==> config.mk <==
export PLATFORM = sky130hd
export DESIGN_NAME = decoder38_scan
export DESIGN_NICKNAME = d
export VERILOG_FILES = /design/src/rtl/scan_pkg.sv /design/src/rtl/slot_next_find.sv /design/src/rtl/decoder38_scan.sv
export SDC_FILE = /design/constraint.sdc
export NUM_CORES = 1
export LEC_CHECK = 0
export ABC_AREA = 1
export CAP_MARGIN = 5
export CORE_ASPECT_RATIO = 0.9
export CORE_UTILIZATION = 45
export CTS_CLUSTER_DIAMETER = 30
export DETAILED_ROUTE_END_ITERATION = 6
export PLACE_DENSITY = 0.72
export SLEW_MARGIN = 5
export SYNTH_ARGS = -nofsm -noshare
export SYNTH_HDL_FRONTEND = slang
export SYNTH_SLANG_ARGS = --single-unit
export TNS_END_PERCENT = 50
==> constraint.sdc <==
create_clock -name clk -period 4.3 [get_ports clk]
set_clock_uncertainty 0.15 [all_clocks]
set_input_delay 0.645 -clock clk [delete_from_list [all_inputs] [get_ports clk]]
set_output_delay 0.645 -clock clk [all_outputs]
set_load 0.01 [all_outputs]
==> src/rtl/scan_pkg.sv <==
// scan_pkg: shared state encoding and slot geometry for the decoder scan driver.
package scan_pkg;
   localparam int NUM_SLOTS = 8;
   localparam int SEL_W = 3;
   typedef enum logic [1:0] {IDLE = 2'd0, BLANK = 2'd1, DWELL = 2'd2} state_e;
endpackage

==> src/rtl/slot_next_find.sv <==
// slot_next_find: lowest set mask bit strictly above cur, and lowest set bit overall.
module slot_next_find
   import scan_pkg::*;
(
   input  logic [NUM_SLOTS-1:0] mask_i,
   input  logic [SEL_W-1:0]     cur_i,
   output logic [SEL_W-1:0]     next_o,
   output logic                 found_o,
   output logic [SEL_W-1:0]     first_o,
   output logic                 any_o
);
   always_comb begin
      next_o = '0;
      found_o = 1'b0;
      first_o = '0;
      any_o = 1'b0;
      // Walk downward so the lowest matching index is the last one written.
      for (int i = NUM_SLOTS - 1; i >= 0; i--) begin
         if (mask_i[i]) begin
            first_o = i[SEL_W-1:0];
            any_o = 1'b1;
         end
         if (mask_i[i] && i > int'(cur_i)) begin
            next_o = i[SEL_W-1:0];
            found_o = 1'b1;
         end
      end
   end
endmodule

==> src/rtl/decoder38_scan.sv <==
// decoder38_scan: steps a 3-to-8 decoder through a latched slot mask with blanking
// before every select change, single-pass or continuous, with start/stop/busy/done.
module decoder38_scan
   import scan_pkg::*;
#(
   parameter int DWELL_CYC = 4,
   parameter int BLANK_CYC = 1
) (
   input  logic                 clk,
   input  logic                 rst,
   input  logic                 start_i,
   input  logic                 stop_i,
   input  logic                 cont_i,
   input  logic [NUM_SLOTS-1:0] mask_i,
   output logic [SEL_W-1:0]     sel_o,
   output logic                 en_n_o,
   output logic                 busy_o,
   output logic                 done_o
);
   localparam int CW = $clog2((DWELL_CYC > BLANK_CYC ? DWELL_CYC : BLANK_CYC) + 1);
   localparam logic [CW-1:0] BLANK_LD = CW'(BLANK_CYC - 1);
   localparam logic [CW-1:0] DWELL_LD = CW'(DWELL_CYC - 1);

   state_e               state_q, state_d;
   logic [SEL_W-1:0]     sel_q, sel_d;
   logic                 en_n_q, en_n_d, busy_q, busy_d, done_q, done_d, cont_q, cont_d;
   logic [NUM_SLOTS-1:0] mask_q, mask_d;
   logic [CW-1:0]        cnt_q, cnt_d;
   logic [SEL_W-1:0]     nxt, first;
   logic                 found, any;

   // In IDLE the search looks at the live mask (start), otherwise at the latched copy.
   slot_next_find u_find (
      .mask_i  (state_q == IDLE ? mask_i : mask_q),
      .cur_i   (sel_q),
      .next_o  (nxt),
      .found_o (found),
      .first_o (first),
      .any_o   (any)
   );

   always_comb begin
      state_d = state_q;
      sel_d = sel_q;
      en_n_d = 1'b1;
      done_d = 1'b0;
      mask_d = mask_q;
      cont_d = cont_q;
      cnt_d = cnt_q;
      unique case (state_q)
         IDLE: begin
            if (start_i && !stop_i) begin
               if (any) begin
                  mask_d = mask_i;
                  cont_d = cont_i;
                  sel_d = first;
                  state_d = BLANK;
                  cnt_d = BLANK_LD;
               end else begin
                  done_d = 1'b1;
               end
            end
         end
         BLANK: begin
            if (stop_i) begin
               state_d = IDLE;
               done_d = 1'b1;
               cnt_d = '0;
            end else if (cnt_q == '0) begin
               state_d = DWELL;
               en_n_d = 1'b0;
               cnt_d = DWELL_LD;
            end else begin
               cnt_d = cnt_q - 1'b1;
            end
         end
         DWELL: begin
            if (stop_i) begin
               state_d = IDLE;
               done_d = 1'b1;
               cnt_d = '0;
            end else if (cnt_q != '0) begin
               en_n_d = 1'b0;
               cnt_d = cnt_q - 1'b1;
            end else if (found || cont_q) begin
               sel_d = found ? nxt : first;
               state_d = BLANK;
               cnt_d = BLANK_LD;
            end else begin
               state_d = IDLE;
               done_d = 1'b1;
               cnt_d = '0;
            end
         end
         default: begin
            state_d = IDLE;
            cnt_d = '0;
         end
      endcase
      busy_d = state_d != IDLE;
   end

   always_ff @(posedge clk or posedge rst) begin
      if (rst) begin
         state_q <= IDLE;
         sel_q <= '0;
         en_n_q <= 1'b1;
         busy_q <= 1'b0;
         done_q <= 1'b0;
         mask_q <= '0;
         cont_q <= 1'b0;
         cnt_q <= '0;
      end else begin
         state_q <= state_d;
         sel_q <= sel_d;
         en_n_q <= en_n_d;
         busy_q <= busy_d;
         done_q <= done_d;
         mask_q <= mask_d;
         cont_q <= cont_d;
         cnt_q <= cnt_d;
      end
   end

   assign sel_o = sel_q;
   assign en_n_o = en_n_q;
   assign busy_o = busy_q;
   assign done_o = done_q;
endmodule

==> run metrics <==
status=complete, no violations; Cell Count Post-Placement=275; commonest non-fill, non-tap cell in the layout=nand2_1; share of Yosys cell area claimed by the top area cell type=31.8%; largest net degree at the start of global routing=23; critical path capture point=busy_o; critical path cell sequence=inv_1, ha_1, inv_2, nand2_1, nand2_1, inv_1, nand2_1, nor2_2, nand2_2, nand3_2, nand2_1, inv_1, nand2_1, nand2_1, nand2_1; port bufs=18; CTS tree=done; WP buf/inv=4; Final Hold Vio Count=0; fin crit period=2.75 ns; Num CTS Buffers=3; Nets=between 200 and 300; GRT overflow=0; Worst-Margin Slew=between 0.7 and 0.8 ns; CTS Sinks=20; Placer Congestion=slightly above 0.8; Yosys reg bits=20; via count=1357; Crit. End Element=flip-flop; commonest non-fill, non-tap cells in the layout=78 x nand2_1, 34 x inv_1, 19 x dfrtp_1; type of the worst min-delay path=reg2reg; Die Ht=56.7 um; Max-Cap Viols=0; slowest stage cell, crit path=ha_1; FF-to-FF End=busy_o; CP Launch Type=flip-flop; PostCTS Resize Cnt=0; Max VDD drop=332 uV; clk buf depth=2; share of cells above drive strength 1=11.4%; Primary FF master, synth=dfrtp_1; clk root buf=clkbuf_8; # setup viols final=0; Mapped Cells=between 200 and 250; Post-DP HPWL=2.38 mm; routed length per instance=10.6 um; DR iter-0 viols=67; clk slew on worst S/H paths=0.07 ns; Async SR Flop Fraction=100%; syn avg cell area=6.85 um^2; TNS Setup=0 ns; n_diodes=0; reg2reg start=state_q[0]; Rows=19; Post-CTS Hold Buffers=0; CTS H-tree lvls=1; WP depth=15; Synth Cell Area=about 1500 um^2; Worst EP arrival=2.76 ns; First-pass DRT Iterations=4; area leader, netlist=dfrtp_1; post-synthesis sequential area ratio=33.6%; worst skew pair latency=0.26 ns; crit share post-route=64.1%; Finished Core Util=55.8%; dpl ws=1.56 ns; Yosys Warn Count=0; RSZ-0062 raised after global routing=false; R2R cell count=15; Post-CTS Setup Bufs=0; Initial Util=between 40% and 50%; CP required=about 4.3 ns; pwr/cell area=between 700 and 800 nW/um^2; critical path class=reg2reg; number of flops mapped to enable cells by yosys=0; Setup crit start=state_q[0]; initial antenna violation count=0; GRT Overall Usage=19.4%; final count of pins violating max slew=0; non-filler cells, final=279; total die area=roughly 3600 um^2; Design Area, Final=1740 um^2; Area contributors post-synth=dfrtp_1 32%, nand2_1 20%, inv_1 8.5%, ha_1 5.9%, o21ai_1 4.0%; die width=about 63 um; drt via density=about 4.9; DR DRC count=0; Slew Limit Headroom=46.7%; global-route wire length before repair=about 5.4 mm; leakage dissipation=about 0.0009 uW; Fmax=363 MHz; number of global-route vias before repair=1237; Synth cell types=30; Largest delay share family, worst path=simple AND/OR/NAND/NOR gates; worst setup margin=1.55 ns; final-layout fill cell count=306; worst-path fanout max=22; reg2reg setup slack=around 1.5 ns; critical path's largest stage delay=around 0.69 ns; Core ar.=between 3000 and 4000 um^2; Total Routed Length=2.96 mm; Syn Nets=238; Post-DP Area=1680 um^2; Area growth syn-to-layout=16.4%; antenna viol nets, final=0; cell with the most instances on the worst path=nand2_1; IO Count=19
[cell usage after synthesis, types with 2 or more instances]
cell	n
nor2_2	3
inv_2	2
a21oi_1	5
nand2_2	6
o21ai_0	7
ha_1	7
nand2_1	78
nor2_4	2
nand3_1	11
dfrtp_1	19
o21ai_2	2
buf_6	2
nand3_2	2
nor2_1	11
inv_1	34
o22ai_1	2
o21ai_1	12
[worst register-to-register path: stages (launching register included)]
cell and delay [ns]:
dfrtp_1 0.41, inv_1 0.11, ha_1 0.69, inv_2 0.19
nand2_1 0.11, nand2_1 0.08, inv_1 0.08, nand2_1 0.08
nor2_2 0.16, nand2_2 0.09, nand3_2 0.20, nand2_1 0.08
inv_1 0.06, nand2_1 0.05, nand2_1 0.07, nand2_1 0.05
[worst min-delay path by stage]
stage,end,depth (start not counted),from
5_1_grt,mask_q[3],2,mask_q[3]
2_1_floorplan,mask_q[3],2,mask_q[3]
4_1_cts,mask_q[6],2,mask_q[6]
3_5_place_dp,mask_q[3],2,mask_q[3]
6_report,mask_q[6],2,mask_q[6]
3_3_place_gp,mask_q[7],2,mask_q[7]
[final cells by class]
type	instances	area [um^2]	area share [%]
clock buffers	4	55.1	3.17
inverters	37	141	8.13
flip-flops and latches	20	502	28.8
well taps	42	52.6	3.02
repair buffers	18	180	10.4
multi-input cells	158	808	46.5
[kinds of logic after synthesis]
kind of cell / count (synthesis) / synth area share (%)
AOI/OAI and AO/OA: 34 / 13.1
adders and majority gates: 7 / 5.86
buffers and inverters: 40 / 12.3
DFF: 20 / 33.6
and+or+nand+nor: 117 / 35.1
[sequential cells by signal (all words and copies together), names as in the netlist]
signal   flops
mask_q       8
cnt_q        3
sel_o        3
state_q      2
busy_o       1
cont_q       1
done_o       1
en_n_o       1
[routing by layer]
metal  up-vias  GRT usage, %  share of wire (%)
li1        721             -                  -
met1       613          28.0                 53
met2        18          28.9                 43
met3         5          2.85                2.4
met4         0          7.64                1.5
met5         -             0                  0
[power by group]
part	leakage, uW	internal (uW)	switching, uW	total (uW)
logic	0.000624	295	528	823
registers	0.000254	270	46.9	317
clock network	0.0000288	81.5	62.6	144
total	0.000907	647	638	1280
[per-stage QoR]
stage | hold slack (ns) | power (uW)
finish | 0.340 | 1280
global route | 0.375 | 1440
CTS | 0.351 | 1290
detailed placement | 0.332 | 1140
global placement | 0.328 | 1130
floorplan | 0.299 | 994
Note: power is estimated with default switching activity, not from simulation.
